`config.mk`:
```
export PLATFORM = sky130hd
export DESIGN_NAME = ssd_scan_ctrl_flat
export DESIGN_NICKNAME = d
export VERILOG_FILES = /design/src/rtl/ssd_pkg.sv /design/src/rtl/ssd_scan_ctrl_if.sv /design/src/rtl/ssd_scan_ctrl_bin2bcd_seq.sv /design/src/rtl/ssd_scan_ctrl.sv /design/src/flat_wrapper.sv
export SDC_FILE = /design/constraint.sdc
export NUM_CORES = 1
export LEC_CHECK = 0
export ABC_AREA = 0
export CAP_MARGIN = 20
export CORE_MARGIN = 3
export CORE_UTILIZATION = 24
export DETAILED_ROUTE_END_ITERATION = 16
export DONT_BUFFER_PORTS = 1
export HOLD_SLACK_MARGIN = 0.12
export PLACE_DENSITY = 0.42
export SYNTH_ARGS = -nofsm -noshare
export SYNTH_HDL_FRONTEND = slang
export SYNTH_HIERARCHICAL = 1
export SYNTH_SLANG_ARGS = --single-unit
```
`constraint.sdc`:
```
create_clock -name clk -period 3.2 [get_ports clk]
set_input_delay 0.48 -clock clk [delete_from_list [all_inputs] [get_ports clk]]
set_output_delay 0.48 -clock clk [all_outputs]
set_load 0.03 [all_outputs]
```
`src/rtl/ssd_pkg.sv`:
```
// Shared types, constants and helpers for the seven-segment scan controller.
// Segment codes are active-low {g,f,e,d,c,b,a}.
package ssd_pkg;

  typedef enum logic {IDLE = 1'b0, CONV = 1'b1} state_t;

  localparam int unsigned BCD_ITER = 13;

  // Codes 10..15 cannot come out of the converter; they decode to blank.
  localparam logic [6:0] SEG_TAB [16] = '{
    7'h40, 7'h79, 7'h24, 7'h30, 7'h19, 7'h12, 7'h02, 7'h78,
    7'h00, 7'h10, 7'h7F, 7'h7F, 7'h7F, 7'h7F, 7'h7F, 7'h7F
  };

  function automatic logic [15:0] dd_adjust(input logic [15:0] bcd);
    logic [15:0] r;
    r = bcd;
    for (int i = 0; i < 4; i++)
      if (r[i*4 +: 4] >= 4'd5) r[i*4 +: 4] = r[i*4 +: 4] + 4'd3;
    return r;
  endfunction

endpackage

```
`src/rtl/ssd_scan_ctrl_if.sv`:
```
// Load/display bundle of the scan controller; slave is the controller side.
interface ssd_scan_ctrl_if;
  logic [12:0] value_i;
  logic        load_i;
  logic        busy_o;
  logic [3:0]  anode_o;
  logic [6:0]  seg_o;

  modport master (output value_i, load_i, input busy_o, anode_o, seg_o);
  modport slave  (input value_i, load_i, output busy_o, anode_o, seg_o);
endinterface

```
`src/rtl/ssd_scan_ctrl_bin2bcd_seq.sv`:
```
// Sequential double-dabble converter: one adjust+shift per cycle, 13 cycles.
// bcd/done are valid combinationally on the final conversion cycle.
module bin2bcd_seq
  import ssd_pkg::*;
(
  input  logic        clk,
  input  logic        rst,
  input  logic        start,
  input  logic [12:0] bin,
  output logic        busy,
  output logic [15:0] bcd,
  output logic        done
);

  state_t      state_q;
  logic [12:0] bin_q;
  logic [15:0] bcd_q, bcd_d, adj;
  logic [3:0]  cnt_q;

  assign adj   = dd_adjust(bcd_q);
  assign bcd_d = 16'(adj << 1) | {15'd0, bin_q[12]};
  assign busy  = (state_q == CONV);
  assign done  = busy && (cnt_q == 4'(BCD_ITER - 1));
  assign bcd   = bcd_d;

  always_ff @(posedge clk or posedge rst) begin
    if (rst) begin
      state_q <= IDLE;
      bin_q   <= '0;
      bcd_q   <= '0;
      cnt_q   <= '0;
    end else begin
      case (state_q)
        IDLE: if (start) begin
          bin_q   <= bin;
          bcd_q   <= '0;
          cnt_q   <= '0;
          state_q <= CONV;
        end
        CONV: begin
          // start is deliberately not looked at here: no queueing
          bcd_q <= bcd_d;
          bin_q <= bin_q << 1;
          cnt_q <= cnt_q + 4'd1;
          if (done) state_q <= IDLE;
        end
        default: state_q <= IDLE;
      endcase
    end
  end

endmodule

```
`src/rtl/ssd_scan_ctrl.sv`:
```
// 4-digit multiplexed seven-segment driver with binary-to-BCD load path.
// Optional macro SSD_LEAD_ZERO_BLANK_EN blanks leading zero digits (digit 0 never).
module ssd_scan_ctrl
  import ssd_pkg::*;
#(
  parameter int unsigned REFRESH_DIV = 100000
) (
  input  logic            clk,
  input  logic            rst,
  ssd_scan_ctrl_if.slave  bus
);

  localparam int CW = (REFRESH_DIV > 1) ? $clog2(REFRESH_DIV) : 1;

  logic [CW-1:0] div_q;
  logic [1:0]    idx_q;
  logic [15:0]   disp_q;
  logic [15:0]   bcd;
  logic          done, busy;
  logic [3:0]    dig;
  logic          blank;

  bin2bcd_seq u_conv (
    .clk   (clk),
    .rst   (rst),
    .start (bus.load_i),
    .bin   (bus.value_i),
    .busy  (busy),
    .bcd   (bcd),
    .done  (done)
  );

  assign bus.busy_o = busy;

  always_ff @(posedge clk or posedge rst) begin
    if (rst) begin
      div_q  <= '0;
      idx_q  <= '0;
      disp_q <= '0;
    end else begin
      if (div_q == CW'(REFRESH_DIV - 1)) begin
        div_q <= '0;
        idx_q <= idx_q + 2'd1;
      end else begin
        div_q <= div_q + 1'b1;
      end
      // display only moves on completion, so the old value stays up during CONV
      if (done) disp_q <= bcd;
    end
  end

  assign dig = disp_q[idx_q*4 +: 4];

`ifdef SSD_LEAD_ZERO_BLANK_EN
  always_comb begin
    blank = 1'b0;
    case (idx_q)
      2'd1:    blank = (disp_q[15:4]  == '0);
      2'd2:    blank = (disp_q[15:8]  == '0);
      2'd3:    blank = (disp_q[15:12] == '0);
      default: blank = 1'b0;
    endcase
  end
`else
  assign blank = 1'b0;
`endif

  assign bus.anode_o = ~(4'b0001 << idx_q);
  assign bus.seg_o   = blank ? 7'h7F : SEG_TAB[dig];

endmodule

```
`src/flat_wrapper.sv`:
```
// flat-port wrapper written by rule: the top's interface ports become plain ports
module ssd_scan_ctrl_flat import ssd_pkg::*;
#(
  parameter int unsigned REFRESH_DIV = 100000
)
  (clk, rst, bus_value_i, bus_load_i, bus_busy_o, bus_anode_o, bus_seg_o);
  ssd_scan_ctrl_if bus_i ();
  input  logic clk;
  input  logic rst;
  input wire logic [$bits(bus_i.value_i)-1:0] bus_value_i;
  input wire logic [$bits(bus_i.load_i)-1:0] bus_load_i;
  output wire logic [$bits(bus_i.busy_o)-1:0] bus_busy_o;
  output wire logic [$bits(bus_i.anode_o)-1:0] bus_anode_o;
  output wire logic [$bits(bus_i.seg_o)-1:0] bus_seg_o;
  assign bus_i.value_i = bus_value_i;
  assign bus_i.load_i = bus_load_i;
  assign bus_busy_o = bus_i.busy_o;
  assign bus_anode_o = bus_i.anode_o;
  assign bus_seg_o = bus_i.seg_o;
  ssd_scan_ctrl #(.REFRESH_DIV(REFRESH_DIV)) u_core (.clk(clk), .rst(rst), .bus(bus_i));
endmodule
```
---- Word level (Yosys, flattened, before mapping) ----
Memories as Yosys holds them, arrays and structs flattened.
Cells that the tools add are included.
storage, ports and cells
  register bits after elaboration ......... 69
  bits in read-only memories .............. 112
  output and inout port bits .............. 12
  word-level logic and storage cells ...... 46
  memories kept ........................... 1
cells by class
  $add $sub $neg .......................... 7
  magnitude comparators ................... 5
  eq/ne operators ......................... 3
  shift-type cells ........................ 2
  mux-type cells .......................... 16
  bitwise operators ....................... 4
  reductions and logical operators ........ 1
memories
  memory           depth  bits a word  read ports  clocked after Yosys merged registers in  wr ports  RTL line             text
  (no name shown)  16     7            1           0                                        0         ssd_scan_ctrl.sv:69  assign bus.seg_o = blank ? 7'h7F : SEG_TAB[dig];
operator list
  cell                                                                                 number
  16-bit case mux with 2 select lines                                                  1
  13-bit case mux with 2 select lines                                                  1
  17-bit by 1-bit adder with 17-bit output, second input constant                      1
  17-bit equality test, second input constant                                          1
  17-bit two-way mux                                                                   1
  4-bit by 3-bit greater-or-equal comparator with 1-bit output, second input constant  4
  16-bit two-way mux                                                                   1
  4-bit two-way mux                                                                    4
  16-bit by 1-bit bitwise OR with 16-bit output                                        1
  16-bit by 5-bit indexed part select with 4-bit output                                1
  7-bit two-way mux                                                                    2
  13-bit two-way mux                                                                   1
  4-bit by 2-bit adder with 4-bit output, second input constant                        3
  4-bit case mux with 2 select lines                                                   1
  5-bit greater-or-equal comparator, second input constant                             1
  4-bit inverter with 5-bit output                                                     1
  4-bit by 1-bit adder with 4-bit output, second input constant                        1
  4-bit equality test, second input constant                                           1
  4-bit inverter                                                                       1
  1-bit by 2-bit << shifter with 4-bit output, first input constant                    1
  3-bit by 2-bit adder with 3-bit output, second input constant                        1
  3-bit two-way mux                                                                    1
  2-bit by 1-bit adder with 2-bit output, second input constant                        1
  1-bit two-way mux                                                                    2
  4 further kinds                                                                      4

---- Longest topological paths before layout ----
Gate-level depths: netlist of run 1.
  depth after elaboration ................. 5
  mapped depth ............................ 7
  mapped depth without buffers ............ 6

---- Modules after synthesis ----
The synthesis of run 1 kept the hierarchy.
modules (own cells, without submodules)
  module         instances  cells each  area an instance (sq um)
  bin2bcd_seq    1          230         2088.3
  ssd_scan_ctrl  1          160         1828.0

---- Least setup slack after synthesis of run 1 ----
Ideal clock, no wire load.
  path type ............................... register to output
  start point ............................. register u_core.idx_q[0]
  end point ............................... output port bus_seg_o[3]
  arrival ................................. 2.004 ns
  required time ........................... 2.720 ns
  setup slack ............................. 0.716 ns
  cell stages (with the launch flop) ...... 8
  path buffers ............................ 1
  cells stage by stage .................... dfrtp_1 -> buf_2 -> mux4_2 -> inv_1 -> ha_1 -> or2_0 -> a21oi_1 -> a21oi_1
on the way
  cells in the longest elaborated chain, start to end .. 5
RTL lines
  what                                                    RTL line             text
  from (decl)                                             ssd_scan_ctrl.sv:16  logic [1:0] idx_q;
  from (signal assigned)                                  ssd_scan_ctrl.sv:43  idx_q <= idx_q + 2'd1;
  16-bit by 5-bit indexed part select with 4-bit output   ssd_scan_ctrl.sv:52  assign dig = disp_q[idx_q*4 +: 4];
  4-bit inverter with 5-bit output (not written as such)  ssd_scan_ctrl.sv:69
  memory read 16 x 7 bit                                  n/a
  7-bit two-way mux (not written as such) (2 in a row)    ssd_scan_ctrl.sv:69
  to (decl)                                               flat_wrapper.sv:14   output wire logic [$bits(bus_i.seg_o)-1:0] bus_seg_o;
No other way between the ends. The select of a mux whose other input is x is not followed.

---- Worst setup path after layout of run 1 ----
  start point ............................. register u_core.idx_q[0]
  end point ............................... output port bus_seg_o[0]
The elaborated chain is that of the path after synthesis.

==> results.md, run 1 <==
- The fraction of final layout cells sized beyond drive strength 1 is 0.126.
- Setup violations remaining at the end of the flow were counted as 0.
- The transition at the pin with the smallest max-transition slack is 0.771 ns.
- The most instantiated flip-flop cell in the synthesis netlist is sky130_fd_sc_hd__dfrtp_1.
- Once layout is complete, the utilization of the core stands at 0.275.
- The number of buffers added for setup after CTS is 0.
- Counting flops with an async set or reset pin after synthesis yields a share of 1.00.
- The H-tree was split into 3 levels.
- The first-pass GRT wire length is 14,300 µm.
- The number of gates given a new drive strength after cts is 0.
- The number of clock buffers inserted by TritonCTS is 9.
- After detailed routing, the number of remaining DRC violations is 0.
- For the worst-skew pair, the clock arrives at the later sink with an insertion delay of 0.33 ns.
- After synthesis, the mean cell area works out to 10.0 µm².
- After filler insertion, the fill cell instance count of the layout stands at 1,712.
- For this design, the sink count on the clock tree is 69.
- The number of pins exceeding their max-slew limit in the final report was 0.
- The cell sitting at the root of the clock tree is a sky130_fd_sc_hd__clkbuf_16.
- The number of antenna violations at the first check in global routing is 0.
- Of the available clock period, the critical path in the final layout requires 0.915.
- The cell area that synthesis handed to floorplanning was 3920 µm².
- The total area inside the core boundary comes to 15,900 µm².
- By area the synthesized netlist is led by sky130_fd_sc_hd__dfrtp_1 (44%), sky130_fd_sc_hd__ha_1 (6.4%), sky130_fd_sc_hd__mux2_2 (4.6%), sky130_fd_sc_hd__mux2i_1 (3.8%), sky130_fd_sc_hd__nand2_1 (3.4%).
- The congestion estimate from routability-driven global placement came to 0.777.
- The first-pass detailed-route iteration total is 4.
- The initial utilization of the core area, before any placement, comes to 0.246.
- The clock slew seen by the registers of the worst setup and hold paths is 0.06 ns.
- Hold repair after CTS inserted 0 buffers.
- In this run the count of I/O pins placed on the die edge is 28.
- The most common cell in the synthesized netlist is sky130_fd_sc_hd__dfrtp_1.
- The final net count is 419.
- The number of buffers on the longest clock path is 2.
- The worst register-to-register path has a depth of 5.
- The number of enable flip-flop cells after synthesis is 0.
- STA classifies the critical path endpoint as a primary output.
- The data required time of the worst path is 2.72 ns.
- The final critical path time including I/O delays and setup is 2.93 ns.
- The endpoint arrival time on the critical path is 2.45 ns.
- The final cell count without fillers is 604.
- The via density per instance is 4.55.
- The antenna diode count is 0.
- Measured against its own limit, the worst slew margin works out to 0.486.
- The number of nets in the synthesized netlist is 426.
- The share of synthesized area in the top cell type comes to 0.441.
- The total detailed-routing wirelength is 8520 µm.
- The count of warnings emitted by yosys is 6.
- The die covers 17,900 µm².
- The register area share after synthesis is 0.441.
- The class of the most critical hold timing path is in -> async.
- The site row count is 46.
- Setup repair after global routing left no endpoint under its margin.
- The final hold violation count is 0.
- The number of max-cap violations is 0.
- Counting instances in the post-synthesis netlist gives the leading cell types as sky130_fd_sc_hd__dfrtp_1 (69), sky130_fd_sc_hd__nand2_1 (35), sky130_fd_sc_hd__o21ai_0 (25).
- Detailed placement finished with a half-perimeter wire length of 5630 µm.
- The number of placed instances, taps included is 588.
- Between clock sinks in the finished design, the worst skew comes to 0.00516 ns.
- The mean routed wirelength per cell is 14.1 µm.
- Summed over all instances, the cell type with the most area after synthesis is sky130_fd_sc_hd__dfrtp_1.
- In this run, the number of DRC markers left after iteration 0 of detailed routing was 163.
- In the final timing run, aggregate negative setup slack is 0 ns.
- In this run the vertical extent of the chip is 134 µm.
- After technology mapping, the gate count stands at 390.
- The worst setup path is of the reg -> out kind.
- For this run the aggregate overflow at the end of global routing stands at 0.
- The overall global routing resource usage is 0.102.
- The distinct cell type count of the synthesized netlist is 47.
- The flip-flop and latch count after synthesis is 69.
- IR analysis of the VDD net gives a maximum drop of 0.399 mV.
- The launching element type of the critical path is a register.
- The TritonCTS clock tree is built.
- Dividing total power by cell area gives a power density of 918 nW/µm².
- The die width is 134 µm.
- The highest net fanout along the worst path is 7.
- The flow ran to the end, and the final reports show no timing, DRC or antenna violations.
- The remaining antenna violation count is 0.
- The routed layout has 2,748 vias.
- The static leakage is 1.88 nW.
- The count of port buffers added during placement is 0.
- The number of global-route vias before repair is 2,760.
- The maximum number of pins on one net before global-route repair is 51.
- Derived from the worst setup path, the maximum achievable clock frequency is 0.342 GHz.
- The area growth from synthesis to layout is 12.0%.
final timing paths:
| path | start | end | slack [ns] |
|---|---|---|---|
| hold / removal | rst | u_core/div_q[9] | 0.14 |
| hold reg to reg | u_core/u_conv/cnt_q[3] | u_core/u_conv/cnt_q[3] | 0.47 |
| max in group asynchronous | rst | u_core/u_conv/busy | 2.68 |
| setup reg to reg | u_core/div_q[12] | u_core/idx_q[1] | 1.03 |
| setup / recovery | u_core/idx_q[0] | bus_seg_o[0] | 0.27 |
| min in group clk | bus_load_i | u_core/u_conv/bcd_q[0] | 0.23 |
per-layer routing:
layer,GRT usage,share of wire,vias up
li1,-,-,1352
met1,0.131,0.47,1351
met2,0.161,0.48,35
met3,0.0234,0.030,10
met4,0.0497,0.021,0
met5,0,0,-
logic make-up after synthesis:
| group | Yosys count | share of synthesized area |
|---|---|---|
| fa+ha+maj | 20 | 0.0639 |
| simple gates | 127 | 0.171 |
| flops | 69 | 0.441 |
| buf+inv | 48 | 0.0569 |
| compound gates | 74 | 0.122 |
| mux | 35 | 0.107 |
| xor+xnor | 17 | 0.0380 |
through the flow:
step                worst slack [ns]  total power, mW  instance area, µm²  hold WS (ns)
finish                         0.272             4.03                4390         0.138
global route                  0.0670             4.36                4390         0.181
CTS                            0.227             4.10                4390         0.151
detailed placement             0.603             3.10                4100         0.462
global placement               0.660             3.07                4100         0.457
floorplan                      0.716             2.76                3920         0.444
cells in the final DEF, fill, tap and decap left out, drive strengths merged, types with 6 or more instances in the layout:
cell	count
dfrtp	69
nand2	35
o21ai	29
inv	25
nor2	23
ha	20
mux2	16
mux2i	15
xnor2	13
a21oi	13
nand2b	12
clkbuf	11
nand3	10
nand4	9
nor3	9
nor3b	8
a21o	8
nor2b	7
buf	6
state kept, by name, indices dropped and copies added (netlist names):
| register | cells |
|---|---|
| u_core/idx_q | 2 |
| u_core/u_conv/cnt_q | 4 |
| u_core/disp_q | 16 |
| u_core/u_conv/bin_q | 13 |
| u_core/u_conv/busy | 1 |
| u_core/u_conv/bcd_q | 16 |
| u_core/div_q | 17 |
critical path: stages, from the launching register on:
cell and delay, ns:
sky130_fd_sc_hd__dfrtp_1 0.53, sky130_fd_sc_hd__mux4_2 0.63, sky130_fd_sc_hd__inv_1 0.14, sky130_fd_sc_hd__ha_1 0.15, sky130_fd_sc_hd__or2_0 0.10, sky130_fd_sc_hd__a21oi_1 0.10, sky130_fd_sc_hd__nor2_1 0.47
power breakdown:
part,leakage [nW],internal [mW],switching (mW),total [mW]
Combinational,0.854,0.695,0.934,1.63
Sequential,0.883,1.15,0.289,1.44
Clock,0.138,0.567,0.393,0.960
area by class of cell:
| class | count | area, µm² | area share |
|---|---|---|---|
| Multi-Input combinational cell | 273 | 1970 | 0.448 |
| Sequential cell | 69 | 1730 | 0.394 |
| Tap cell | 216 | 270 | 0.0616 |
| Clock buffer | 11 | 253 | 0.0576 |
| Inverter | 24 | 90.1 | 0.0205 |
| Timing Repair Buffer | 6 | 45.0 | 0.0103 |
| Clock inverter | 5 | 33.8 | 0.00770 |
Power figures use the tool's default switching activity.
==> run 2: changes to the inputs <==
--- a/config.mk
+++ b/config.mk
@@ -12,8 +12,9 @@
 export DETAILED_ROUTE_END_ITERATION = 16
 export DONT_BUFFER_PORTS = 1
 export HOLD_SLACK_MARGIN = 0.12
-export PLACE_DENSITY = 0.42
+export PLACE_DENSITY = 0.43
 export SYNTH_ARGS = -nofsm -noshare
 export SYNTH_HDL_FRONTEND = slang
 export SYNTH_HIERARCHICAL = 1
 export SYNTH_SLANG_ARGS = --single-unit
+export TNS_END_PERCENT = 20
==> constraint.sdc (replaced) <==
create_clock -name clk -period 2.5 [get_ports clk]
set_input_delay 0.375 -clock clk [delete_from_list [all_inputs] [get_ports clk]]
set_output_delay 0.375 -clock clk [all_outputs]
set_load 0.03 [all_outputs]
==> run 2 against run 1 <==
Routed wire length shrank 3.6%. Combinational power grew 35%. Sequential cell count is the same. Clock skew grew 0.0030 ns. Largest cell class unchanged. Sequential share of layout area shrank 1.0 points. Final area grew 2.8%. Clock power grew 33%. Critical path depth is the same.
==> results.md, run 2 (synthesized netlist as in run 1, its figures left out) <==
- For the worst setup path, the data required time is 2.12 ns.
- For this design, the slowest cell found on the critical path is sky130_fd_sc_hd__mux4_2.
- On the worst path, the slowest cell contributes a delay of 0.58 ns.
- The H-tree depth reported by CTS is 3.
- The final weighted congestion in routability-driven placement is 0.759.
- The static leakage is 1.93 nW.
- Wires add up to 8210 µm.
- The core region is 15,900 µm².
- The class of the most critical hold timing path is in -> reg.
- The initial core utilization is 0.246.
- The library cell used most frequently in the layout, excluding fill and tap cells, is sky130_fd_sc_hd__dfrtp_1.
- The overall die height is 134 µm.
- Across the run, the number of max-cap violations was 0.
- In this run the count of I/O pins placed on the die edge is 28.
- The worst setup slack after layout is 0.0263 ns.
- The critical path goes through mux4_2 -> ha_4 -> or2_1 -> a21oi_2 -> a21oi_1 -> buf_4.
- Setup repair after global routing could not meet its margin everywhere.
- The number of vias in the routed layout is 2,777.
- The transition at the pin with the smallest max-transition slack is 0.699 ns.
- The fmax is 0.404 GHz.
- The number of failing setup endpoints in the final timing report is 0.
- Between clock sinks in the finished design, the worst skew comes to 0.00819 ns.
- The final cell count without fillers is 615.
- The die is 134 µm wide.
- The pre-antenna-repair detailed-routing pass consisted of 4 iterations.
- The tree is rooted in a sky130_fd_sc_hd__clkbuf_16.
- The setup slack at placement is 0.174 ns.
- The top cell types in the final layout, fill and taps aside, are sky130_fd_sc_hd__dfrtp_1 (67), sky130_fd_sc_hd__nand2_1 (35), sky130_fd_sc_hd__o21ai_0 (25), sky130_fd_sc_hd__inv_1 (22), sky130_fd_sc_hd__nor2_1 (22).
- Of the total power, the share spent switching nets is 0.387.
- The final hold violation count is 0.
- The maximum number of pins on one net before global-route repair is 36.
- The number of global-route vias before repair is 2,730.
- In the final layout, the share of cells above drive strength 1 is 0.160.
- The number of fill cells is 1,674.
- The endpoint arrival time on the critical path is 2.10 ns.
- The source-to-sink clock delay at the later pin of the worst-skew pair is 0.33 ns.
- The flip-flop count of the largest register after layout is 17.
- The finished cells cover 4510 µm².
- Counting the buffers created by CTS gives 9.
- In the global route stage, overall resource usage came out at 0.0980.
- The mean routed wirelength per cell is 13.3 µm.
- The setup TNS after final layout is 0 ns.
- The number of antenna violations at the first check in global routing is 0.
- The share of total power dissipated in the clock network is 0.240.
- CTS saw 69 sinks.
- The number of pins exceeding their max-slew limit in the final report is 0.
- On the critical path the largest part of the delay comes from multiplexers.
- In this run the remaining antenna-violating nets after routing total 0.
- Summed over all nets, the switching power comes to 2.06 mW.
- The worst-case IR drop observed on VDD is 0.380 mV.
- The type of destination of the critical path is a primary output.
- The logic gate share of total power is 0.413.
- For the finished layout, the period the worst path requires is 2.47 ns.
- After clock tree synthesis, the clock-pin slew on the worst setup and hold paths is 0.06 ns.
- After detailed placement, the design holds a cell count of 595.
- The sequential share of power is 0.346.
- The number of buffers on the longest clock path is 2.
- Compared with the post-synthesis result, the final layout area differs by 15.1%.
- STA classifies the critical path startpoint as a register.
- The slack of the worst reg-to-reg path is 0.69 ns.
- The end-of-flow core utilization is 0.283.
- The TritonCTS clock tree is built.
- The final net count is 430.
- The register with the most flip-flops is u_core/div_q.
- The largest registers in the layout are u_core/div_q (17), u_core/disp_q (16), u_core/u_conv/bcd_q (16).
- The critical path in this run is classified as reg -> out.
- The antenna diode count is 0.
- The flow ran to the end, and the final reports show no timing, DRC or antenna violations.
- Input and output buffers added on the ports amount to 0.
- Of the available clock period, the critical path in the final layout requires 0.989.
- The post-route DRC violation count is 0.
- The site row count is 46.
- After the first detailed-routing iteration, the DRC count stood at 150.
- In this run the worst path has a maximum fanout of 5.
- After legalization and detailed placement, the total HPWL measured 5650 µm.
- The buffer and inverter count on the worst path is 1.
- After detailed routing, the number of vias per cell comes to 4.52.
- In this run the tightest slew margin relative to its limit is 0.533.
- The area of placed instances is 4150 µm².
- The total overflow reported by the global router is 0.
- The first global-routing pass estimated 14,100 µm of wire.
- In this run the power density over the cells is 1180 nW/µm².
- The overall die area is 17,900 µm².
- On the final layout, the worst hold slack is 0.152 ns.
- The overall power consumption is 5.32 mW.
- The internal power of the cells totals 3.26 mW.
## run 2: power by group through the flow
stage                     Clock, mW  Combinational [mW]  Sequential, mW
final                          1.28                2.20            1.84
after global routing           1.37                2.49            1.90
after floorplan                   0                1.88            1.65
after CTS                      1.33                2.22            1.84
after detailed placement          0                2.18            1.86
after global placement            0                2.15            1.85
## run 2: routing by layer
metal	vias up	GRT usage	wire length (µm)
met3	9	0.0238	310
met1	1348	0.129	3910
li1	1378	-	-
met5	-	0	0
met2	42	0.156	3870
met4	0	0.0377	125
## run 2: area by class of cell
type,count,area [µm²],share of cell area
Clock buffer,11,243,0.0538
Sequential cell,69,1730,0.384
Timing Repair Buffer,17,130,0.0289
Inverter,24,90.1,0.0200
Multi-Input combinational cell,273,1990,0.441
Clock inverter,5,58.8,0.0130
Tap cell,216,270,0.0600
## run 2: what timing repair did
action                                 4_1_cts  5_1_grt
hold buffers                                 1        0
buffers inserted                             3        0
setup endpoints to repair                    7        6
resized for setup                            3        5
endpoints found under the hold margin       69        0
pin swaps                                    1        6
## run 2: final timing paths
| check | from | end | depth (start not counted) |
|---|---|---|---|
| min reg2reg | u_core/u_conv/bin_q[10] | u_core/u_conv/bin_q[11] | 2 |
| max reg2reg | u_core/u_conv/bcd_q[8] | u_core/disp_q[10] | 6 |
| max in group asynchronous | rst | u_core/u_conv/busy | 3 |
| max | u_core/idx_q[0] | bus_seg_o[3] | 6 |
| min | bus_load_i | u_core/u_conv/cnt_q[1] | 1 |
| min in group asynchronous | rst | u_core/div_q[1] | 3 |
==> run 3: changes to the inputs <==
--- a/config.mk
+++ b/config.mk
@@ -9,6 +9,7 @@
 export CAP_MARGIN = 20
 export CORE_MARGIN = 3
 export CORE_UTILIZATION = 24
+export CTS_CLUSTER_DIAMETER = 200
 export DETAILED_ROUTE_END_ITERATION = 16
 export DONT_BUFFER_PORTS = 1
 export HOLD_SLACK_MARGIN = 0.12
==> results of run 3 <==
No change in the layout: final DEF, timing and power equal those of run 2.
==> patch (config.mk and constraints of run 3) <==
`REFRESH_DIV` is set to 100000 in 2 places; all go to 50000.
--- a/src/rtl/ssd_scan_ctrl.sv
+++ b/src/rtl/ssd_scan_ctrl.sv
@@ -3,7 +3,7 @@
 module ssd_scan_ctrl
   import ssd_pkg::*;
 #(
-  parameter int unsigned REFRESH_DIV = 100000
+  parameter int unsigned REFRESH_DIV = 50000
 ) (
   input  logic            clk,
   input  logic            rst,
--- a/src/flat_wrapper.sv
+++ b/src/flat_wrapper.sv
@@ -1,7 +1,7 @@
 // flat-port wrapper written by rule: the top's interface ports become plain ports
 module ssd_scan_ctrl_flat import ssd_pkg::*;
 #(
-  parameter int unsigned REFRESH_DIV = 100000
+  parameter int unsigned REFRESH_DIV = 50000
 )
   (clk, rst, bus_value_i, bus_load_i, bus_busy_o, bus_anode_o, bus_seg_o);
   ssd_scan_ctrl_if bus_i ();
Function: same outputs for any inputs over 10 cycles, from zero or initial values and one cycle with rst high; that may be too few to reach the edited logic, so the function may still have changed.
==> patch against run 3 <==
Power is 1.3% higher; area after synthesis is 0.42% lower; synthesized cell count is 1.8% lower; fmax is 2.3% higher; cell area is 0.78% lower; clock skew hardly changed; routed wire length is 0.52% lower; non-clock buffer count is 1 higher; sequential share of layout area is 0.26 points lower; setup slack better by 0.056 ns; sequential cell count is 1 lower; critical path type unchanged.
==> patch: results (changes against run 3) <==
- The via count normalized by instance count was 4.58 (was 4.52).
- The violation count after the first detailed-route iteration came to 149 (was 150).
- Sw frac: 39.7% (was 38.7%)
- The met3 usage came to 1.47% (was 2.38%).
- Sequential group share of total power: 34.0% (was 34.6%)
- The global-route wire length before repair was 14000 um (was 14100 um).
* Xor-xnor portion of the synthesized cell area: 3.82% (was 3.80%)
* Data arrival at the endpoint of the critical path: 2.04 ns (was 2.10 ns)
- The launching point of the worst reg2reg path is u_core/u_conv/bcd_q[12] (was u_core/u_conv/bcd_q[8]).
- Largest stage delay, worst path: 0.53 ns (was 0.58 ns)
* Status: finished, final reports clean (unchanged)
* Complex-gate fraction of the synthesized area: 12.6% (was 12.2%)
- HPWL after DPL: 5610 um (was 5650 um)
* Peak supply drop: 367 uV (was 380 uV)
- Leading cell types by total area after synthesis: dfrtp_1 44%, ha_1 6.4%, mux2_2 4.9% (was dfrtp_1 44%, ha_1 6.4%, mux2_2 4.6%)
* DRT Wirelength: 8170 um (was 8210 um)
- Maximum fanout along the worst path: 4 (was 5)
- The global placer's final weighted congestion was 0.788 (was 0.759).
- Placed inst area: 4110 um^2 (was 4150 um^2)
* Fraction of the mapped netlist area in adder cells: 6.42% (was 6.39%)
- Largest registers ranked by flip-flop count: u_core/disp_q x16, u_core/div_q x16, u_core/u_conv/bcd_q x16 (was u_core/div_q x17, u_core/disp_q x16, u_core/u_conv/bcd_q x16)
- The met2 layer usage reported by global route is 16.3% (was 15.6%).
- The met3 routed wirelength is 150 um (was 310 um).
- Sum of met2 wire segment lengths after detailed routing: 3930 um (was 3870 um)
- The number of different library cells in the post-synthesis netlist came to 44 (was 47).
- Share of total power in combinational logic: 42.4% (was 41.3%)
- Internal reg-to-reg setup slack: 0.71 ns (was 0.69 ns)
* Fill cell total of the finished layout: 1667 (was 1674)
- The number of global-route vias before repair came to 2771 (was 2730).
- Fraction of synthesized area in multiplexers: 11.8% (was 10.7%)
==> patch: cell type report <==
class | instances | area [um^2] | share of cell area (%)
clock inverter | 7 | 76.3 | 1.71
timing repair buffer | 18 | 140 | 3.13
tap | 211 | 264 | 5.90
sequential | 68 | 1700 | 38.1
inverter | 22 | 82.6 | 1.85
clock buffer | 9 | 225 | 5.03
multi-input combinational | 268 | 1980 | 44.3
==> patch: timing repair <==
| action | CTS | global route |
|---|---|---|
| resized for setup | 2 | 10 |
| setup buffers | 1 | 3 |
| endpoints found under the setup margin | 4 | 6 |
| pin swaps | 0 | 0 |
| hold buffers | 2 | 0 |
| endpoints found under the hold margin | 69 | 0 |
==> patch: through the flow <==
stage                     cells  power (mW)  setup slack, ns  setup TNS [ns]  util [%]
after floorplan             383        3.57            0.112               0         -
after global placement      581        4.06            0.276               0      26.4
after detailed placement    581        4.08            0.245               0      26.4
after CTS                   600        5.42           0.0142               0      28.5
after global routing        603        5.88          -0.0187         -0.0262      28.8
final                       603        5.39           0.0820               0      28.8
